<file path="src/rtl/ar_reg.sv">
// Address register (AR): loads from the W bus, increments by one or decrements by four.
// Each control strobe is edge-detected so one pulse yields exactly one operation.
module ar_reg #(
  parameter int WIDTH = 16
) (
  input  logic             clk,
  input  logic             reset,
  input  logic [WIDTH-1:0] w,
  input  logic             l_,
  input  logic             p1,
  input  logic             m4_,
  output logic [WIDTH-1:0] ar
);

  logic             l_hist;
  logic             p1_hist;
  logic             m4_hist;
  logic             ld_ev;
  logic             inc_ev;
  logic             dec_ev;
  logic [WIDTH-1:0] ar_next;

  assign ld_ev  = ~l_  &  l_hist;
  assign inc_ev =  p1  & ~p1_hist;
  assign dec_ev = ~m4_ &  m4_hist;

  // Load wins outright; +1 and -4 on the same edge combine into -3.
  always_comb begin
    ar_next = ar;
    if (ld_ev) begin
      ar_next = w;
    end else begin
      unique case ({inc_ev, dec_ev})
        2'b10:   ar_next = ar + WIDTH'(1);
        2'b01:   ar_next = ar - WIDTH'(4);
        2'b11:   ar_next = ar - WIDTH'(3);
        default: ar_next = ar;
      endcase
    end
  end

  always_ff @(posedge clk) begin
    if (reset) begin
      ar      <= '0;
      l_hist  <= 1'b1;
      p1_hist <= 1'b0;
      m4_hist <= 1'b1;
    end else begin
      ar      <= ar_next;
      l_hist  <= l_;
      p1_hist <= p1;
      m4_hist <= m4_;
    end
  end

endmodule

</file>
<file path="config.mk">
export PLATFORM = sky130hd
export DESIGN_NAME = ar_reg
export DESIGN_NICKNAME = d
export VERILOG_FILES = /design/src/rtl/ar_reg.sv
export SDC_FILE = /design/constraint.sdc
export NUM_CORES = 1
export LEC_CHECK = 0
export BUFFER_PORTS_ARGS = -buffer_cell sky130_fd_sc_hd__buf_2
export CAP_MARGIN = 25
export CELL_PAD_IN_SITES_DETAIL_PLACEMENT = 0
export CELL_PAD_IN_SITES_GLOBAL_PLACEMENT = 2
export CORE_MARGIN = 5
export CORE_UTILIZATION = 32
export DETAILED_ROUTE_END_ITERATION = 10
export GPL_TIMING_DRIVEN = 0
export PLACE_DENSITY = 0.95
export SETUP_SLACK_MARGIN = 0.3
export SLEW_MARGIN = 0
export SYNTH_ARGS = -nofsm -noshare
export SYNTH_HDL_FRONTEND = slang
export SYNTH_SLANG_ARGS = --single-unit
</file>
<file path="constraint.sdc">
create_clock -name clk -period 4.2 [get_ports clk]
set_input_delay 0.21 -clock clk [delete_from_list [all_inputs] [get_ports clk]]
set_output_delay 0.21 -clock clk [all_outputs]
set_load 0.1 [all_outputs]
</file>
==> flow_summary.ini, run 1 <==
[logic_synthesis]
synth_common_cells = 24 x nand2_1, 19 x dfxtp_1, 12 x clkbuf_1, 12 x nand3_1, 10 x a21oi_1
ys_ff_latch = 19
ys.flop_type = dfxtp_1
ys_warn_count = 0
async_reset_ff_frac = 0
yosys.area.top_type = dfxtp_1
ys_top_cells_by_area = dfxtp_1 26%, nand2_1 6.1%, xnor2_1 4.7%, nand3_1 4.0%, a21oi_1 3.4%
synth_edf_count = 0
synth_top_area_share = 0.256
postSynthCellCount = 198
synth_area_um2 = 1480
synth.yosys.seq_area_share = 0.256
syn_avg_cell_area_um2 = 7.49
yosys.cell_count.top_type = nand2_1
syn_nets = 221
ys_types = 47

[layout]
diodes = 0
drive_above_1_share = 0.215
final.fill_count = 506
final_design_area_no_fill_um2 = 1770
largest_register_ffs = 16
fin_nets = 261
syn2layout_area_growth_pct = 19.2

[clocking]
cts-root-buf = clkbuf_8
ctsHtreeMaxLevel = 1
cts_inserted_buffers = 3
clk_latency_ns = 0.26
cts.clk_slew.worst_paths_ns = 0.08
clock-sinks = 19
cts_tree = built
cts_max_path_buffers = 2
cts_hold_buf = 0
post_cts_resized = 0
post_cts_buffers = 0

[critical_path]
crit_arrival_ns = 2.62
path_cells = nor4bb_1 > nand2_1 > a2111oi_0 > a21oi_1 > or4_1 > o211ai_1
crit_type = flop to flop
cp.depth = 6
max_stage_delay_ns = 0.81
timing.rr.start = m4_hist
crit_buf_inv = 0
cp.required_ns = 4.39
cp-start-kind = flop
r2r_cells = 6
critPathMaxFanout = 6
cp_top_family = simple AND/OR/NAND/NOR gates
reg2reg_setup_slack_ns = 1.77
r2r_end = ar[15]
slowest_stage = nor4bb_1
worstSetupEndpointType = flop

[worst_hold_path]
min_from = l_
hold_depth = 2
min_path_type = primary input to flop
hold_end = l_hist

[power]
power_switching_w = 0.000317
internal_power_w = 0.000359
pwr-share-clk = 0.198
ir_worst_vdd_v = 0.000128
leakage_nw = 0.660
pwr-share-comb = 0.473
seqPwrFrac = 0.328
p_sw_frac = 0.469
power_density_nw_per_um2 = 382

[floorplanning]
start_util = 0.336
die_area_um2 = 6100
coreArea_um2 = 4410
ios = 37
fp-row-count = 24
chipHeight_um = 78.1
die_w_um = 78.1

[status]
status = finished, final reports clean

[global_route]
grt_pass1_wl_mm = 7.95
grt_usage = 0.157
first_global_vias = 1604
antenna_found_initial = 0
grt_max_degree = 11
grt_remaining_overflow = 0

[timing]
setup_tns_ns = 0
drv_slew = 0
fmax_mhz = 412
finalHoldViolCount = 0
clock_skew_ns = 0.00769
tightest_slew_ns = 0.993
slew_headroom = 0.329
fin_crit_ns = 2.43
setup_viol = 0
period_share = 0.578
rsz0062_at_grt = false

[place]
io_buffers = 35
place_congestion = 0.897
dp_hpwl_mm = 3.54
placed_area_um2 = 1720

[drt]
drc = 0
drt_iter0_markers = 111
drt-vias-per-instance = 5.67
routed_wl_mm = 4.65
detail-route-antenna-nets = 0
vias = 1639
firstDrtPassIters = 4
wl_per_cell_um = 16.1

[run]
maxCapViolations = 0
==> routing by layer <==
| layer | share of wire | global-route usage | wire length [um] |
|---|---|---|---|
| met1 | 0.47 | 0.222 | 2180 |
| met2 | 0.46 | 0.242 | 2120 |
| met3 | 0.065 | 0.0286 | 302 |
| met4 | 0.011 | 0.0456 | 52 |
| met5 | 0 | 0 | 0 |
==> stage by stage <==
stage	instances	hold WS, ns	worst slack [ns]	util	power, W
2_1_floorplan	198	0.317	1.55	-	0.000481
3_3_place_gp	285	0.426	1.80	0.391	0.000545
3_5_place_dp	285	0.427	1.85	0.391	0.000545
4_1_cts	289	0.153	1.82	0.401	0.000684
5_1_grt	289	0.171	1.52	0.401	0.000720
6_report	289	0.154	1.77	0.401	0.000676
==> logic make-up (layout without fill, tap and decap cells) <==
family                   count (synthesis)  after routing  share of synthesized area
buffers and inverters                   18             57                     0.0523
XOR/XNOR                                11             11                     0.0649
flip-flops                              19             19                      0.256
adder cells (fa/ha/maj)                  2              2                     0.0169
multiplexers                             6              6                     0.0413
AND/OR/NAND/NOR                         97             97                      0.363
AO/OA/AOI/OAI                           45             45                      0.206
==> layout by cell type (no fill, tap or decap), types with 4 or more instances in the layout <==
master    count
or4_1         4
nand2_1      24
nand4_1       5
buf_2        36
nor2b_1       4
or2_2         4
xnor2_1       8
a21oi_1      10
mux2i_1       5
nor4_1        7
nand3_1      12
o21ai_0       8
a22oi_1       5
and2_1        4
nor3_1        9
clkbuf_1     13
dfxtp_1      19
nor2_1        8
==> area by class of cell <==
cell class | instances | area (um^2) | area share
Timing Repair Buffer | 35 | 175 | 0.0990
Sequential cell | 19 | 380 | 0.215
Multi-Input combinational cell | 161 | 1030 | 0.580
Clock buffer | 4 | 45.0 | 0.0255
Tap cell | 52 | 65.1 | 0.0368
Inverter | 3 | 11.3 | 0.00636
Buffer | 15 | 66.3 | 0.0375
==> power groups by stage <==
stage                     sequential (W)  combinational, W  clock [W]
after floorplan                 0.000340          0.000141          0
after global placement          0.000225          0.000320          0
after detailed placement        0.000226          0.000319          0
after CTS                       0.000221          0.000321   0.000142
after global routing            0.000226          0.000346   0.000148
final                           0.000222          0.000320   0.000134
==> worst max-delay path by stage <==
stage	slack (ns)	endpoint	start
finish	1.77	ar[15]	m4_hist
detailed placement	1.85	ar[15]	p1
global route	1.52	ar[15]	m4_hist
floorplan	1.55	ar[8]	ar[0]
CTS	1.82	ar[15]	m4_hist
global placement	1.80	ar[15]	p1
Note: power is estimated with default switching activity, not from simulation.
==> run 2: changes to the inputs <==
--- a/config.mk
+++ b/config.mk
@@ -10,10 +10,10 @@
 export CELL_PAD_IN_SITES_DETAIL_PLACEMENT = 0
 export CELL_PAD_IN_SITES_GLOBAL_PLACEMENT = 2
 export CORE_MARGIN = 5
-export CORE_UTILIZATION = 32
+export CORE_UTILIZATION = 29
 export DETAILED_ROUTE_END_ITERATION = 10
 export GPL_TIMING_DRIVEN = 0
-export PLACE_DENSITY = 0.95
+export PLACE_DENSITY = 0.88
 export SETUP_SLACK_MARGIN = 0.3
 export SLEW_MARGIN = 0
 export SYNTH_ARGS = -nofsm -noshare
==> constraint.sdc (replaced) <==
create_clock -name clk -period 2.24 [get_ports clk]
set_input_delay 0.112 -clock clk [delete_from_list [all_inputs] [get_ports clk]]
set_output_delay 0.112 -clock clk [all_outputs]
set_load 0.1 [all_outputs]
==> run 2 against run 1 <==
Against the previous run: final cell count is 11% higher; register-to-register slack worse by 1.6 ns; worst hold slack worse by 0.097 ns; critical path depth is 1 higher; critical path type unchanged; utilization increased by 2.0 points; power increased by 110%; global-route usage up 0.44 points; clock skew fell by 0.0024 ns.
==> flow_summary.ini, run 2 (synthesis results as in run 1) <==
[timing]
period_share = 0.927
rsz0062_at_grt = true
tightest_slew_ns = 0.618
fmax_mhz = 481
slew_headroom = 0.588
clock_skew_ns = 0.00525
setup_viol = 0
drv_slew = 0
fin_crit_ns = 2.08
finalHoldViolCount = 0

[power]
power_density_nw_per_um2 = 664
ir_worst_vdd_v = 0.000271
leakage_nw = 0.789

[drt]
drt_iter0_markers = 170
detail-route-antenna-nets = 0
drc = 0
firstDrtPassIters = 4
vias = 1739
routed_wl_mm = 5.17
drt-vias-per-instance = 5.43
wl_per_cell_um = 16.2

[layout]
stdcell_count = 320
final_design_area_no_fill_um2 = 2120
syn2layout_area_growth_pct = 42.8
drive_above_1_share = 0.412
fin_util = 0.420
diodes = 0
largest_register_ffs = 16
fin_nets = 274
final_cell_mix = 37 x buf_2, 24 x nand2_1, 14 x buf_4
final_common_cell = buf_2

[clocking]
clk_latency_ns = 0.26
cts_inserted_buffers = 3
ctsHtreeMaxLevel = 1
cts_tree = built
cts.clk_slew.worst_paths_ns = 0.08
clock-sinks = 19
cts-root-buf = clkbuf_8
cts_max_path_buffers = 2

[place]
dp_hpwl_mm = 3.66
placed_area_um2 = 1800
numPlacedInstances = 303
io_buffers = 35
place_congestion = 0.951

[critical_path]
critPathMaxFanout = 3
crit_buf_inv = 1
crit_type = flop to flop
crit_arrival_ns = 2.27
crit_top_cell = or3_4
cp.required_ns = 2.43
cp-start-kind = flop
max_stage_delay_ns = 0.39
cp_top_family = simple AND/OR/NAND/NOR gates
worstSetupEndpointType = flop
slowest_stage = or3_4
path_cells = buf_6 > or3_4 > or2_4 > or3_4 > o32a_1 > a311o_1 > a21oi_1

[global_route]
grt_remaining_overflow = 0
grt_usage = 0.161
grt_max_degree = 11
grt_pass1_wl_mm = 8.31
antenna_found_initial = 0
first_global_vias = 1650

[floorplanning]
die_w_um = 81.5
ios = 37
start_util = 0.294
chipHeight_um = 81.5
die_area_um2 = 6650
fp-row-count = 26
coreArea_um2 = 5040

[worst_hold_path]
min_path_type = primary input to flop

[status]
status = finished, final reports clean

[run]
maxCapViolations = 0
## run 2: what timing repair did
action                     in CTS  in global routing
buffers inserted                7                  6
hold buffers                    0                  0
gates resized for setup        13                 40
hold endpoints to repair        0                  0
gates cloned                    0                  0
setup endpoints to repair      10                 13
pin swaps                       1                  4
## run 2: final cells by class
type,instances,area [um^2]
timing repair buffer,48,273
tap,70,87.6
fill,534,2920
sequential,19,428
buffer,15,96.3
inverter,3,16.3
clock buffer,4,45.0
multi-input combinational,161,1170
## run 2: power by group
part	internal (W)	total (W)	leakage, nW	switching [W]
logic	0.000257	0.000728	0.601	0.000471
clock network	0.000127	0.000254	0.0228	0.000127
registers	0.000377	0.000425	0.166	0.0000485
total	0.000760	0.00141	0.789	0.000647
## run 2: layer usage
metal	wire length (um)	GRT usage	up-vias
met5	0	0	-
met4	130	0.0557	0
met3	296	0.0208	15
met2	2330	0.257	69
met1	2410	0.221	807
li1	-	-	848
## run 2: worst paths after layout
| path | from | endpoint | slack (ns) | cells after the start |
|---|---|---|---|---|
| max reg2reg | ar[6] | ar[9] | 0.16 | 7 |
| max | ar[6] | ar[9] | 0.16 | 7 |
| min reg2reg | ar[15] | ar[15] | 0.54 | 2 |
| min | l_ | l_hist | 0.06 | 2 |
## run 2: worst reg2reg max path, delay by kind of cell (launching register included)
kind                   cells  cell delay (ns)
buffers and inverters      1             0.11
AO/OA/AOI/OAI              3             0.58
AND/OR/NAND/NOR            3             0.98
flip-flops                 1             0.35
## run 2: per-stage QoR
stage               power [W]  setup slack, ns  hold WS [ns]  TNS, ns
global placement      0.00103           -0.124         0.323   -0.254
detailed placement    0.00103          -0.0928         0.329   -0.158
CTS                   0.00134            0.128        0.0498        0
global route          0.00149           0.0793        0.0565        0
finish                0.00141            0.162        0.0569        0
floorplan            0.000911           0.0610         0.219        0
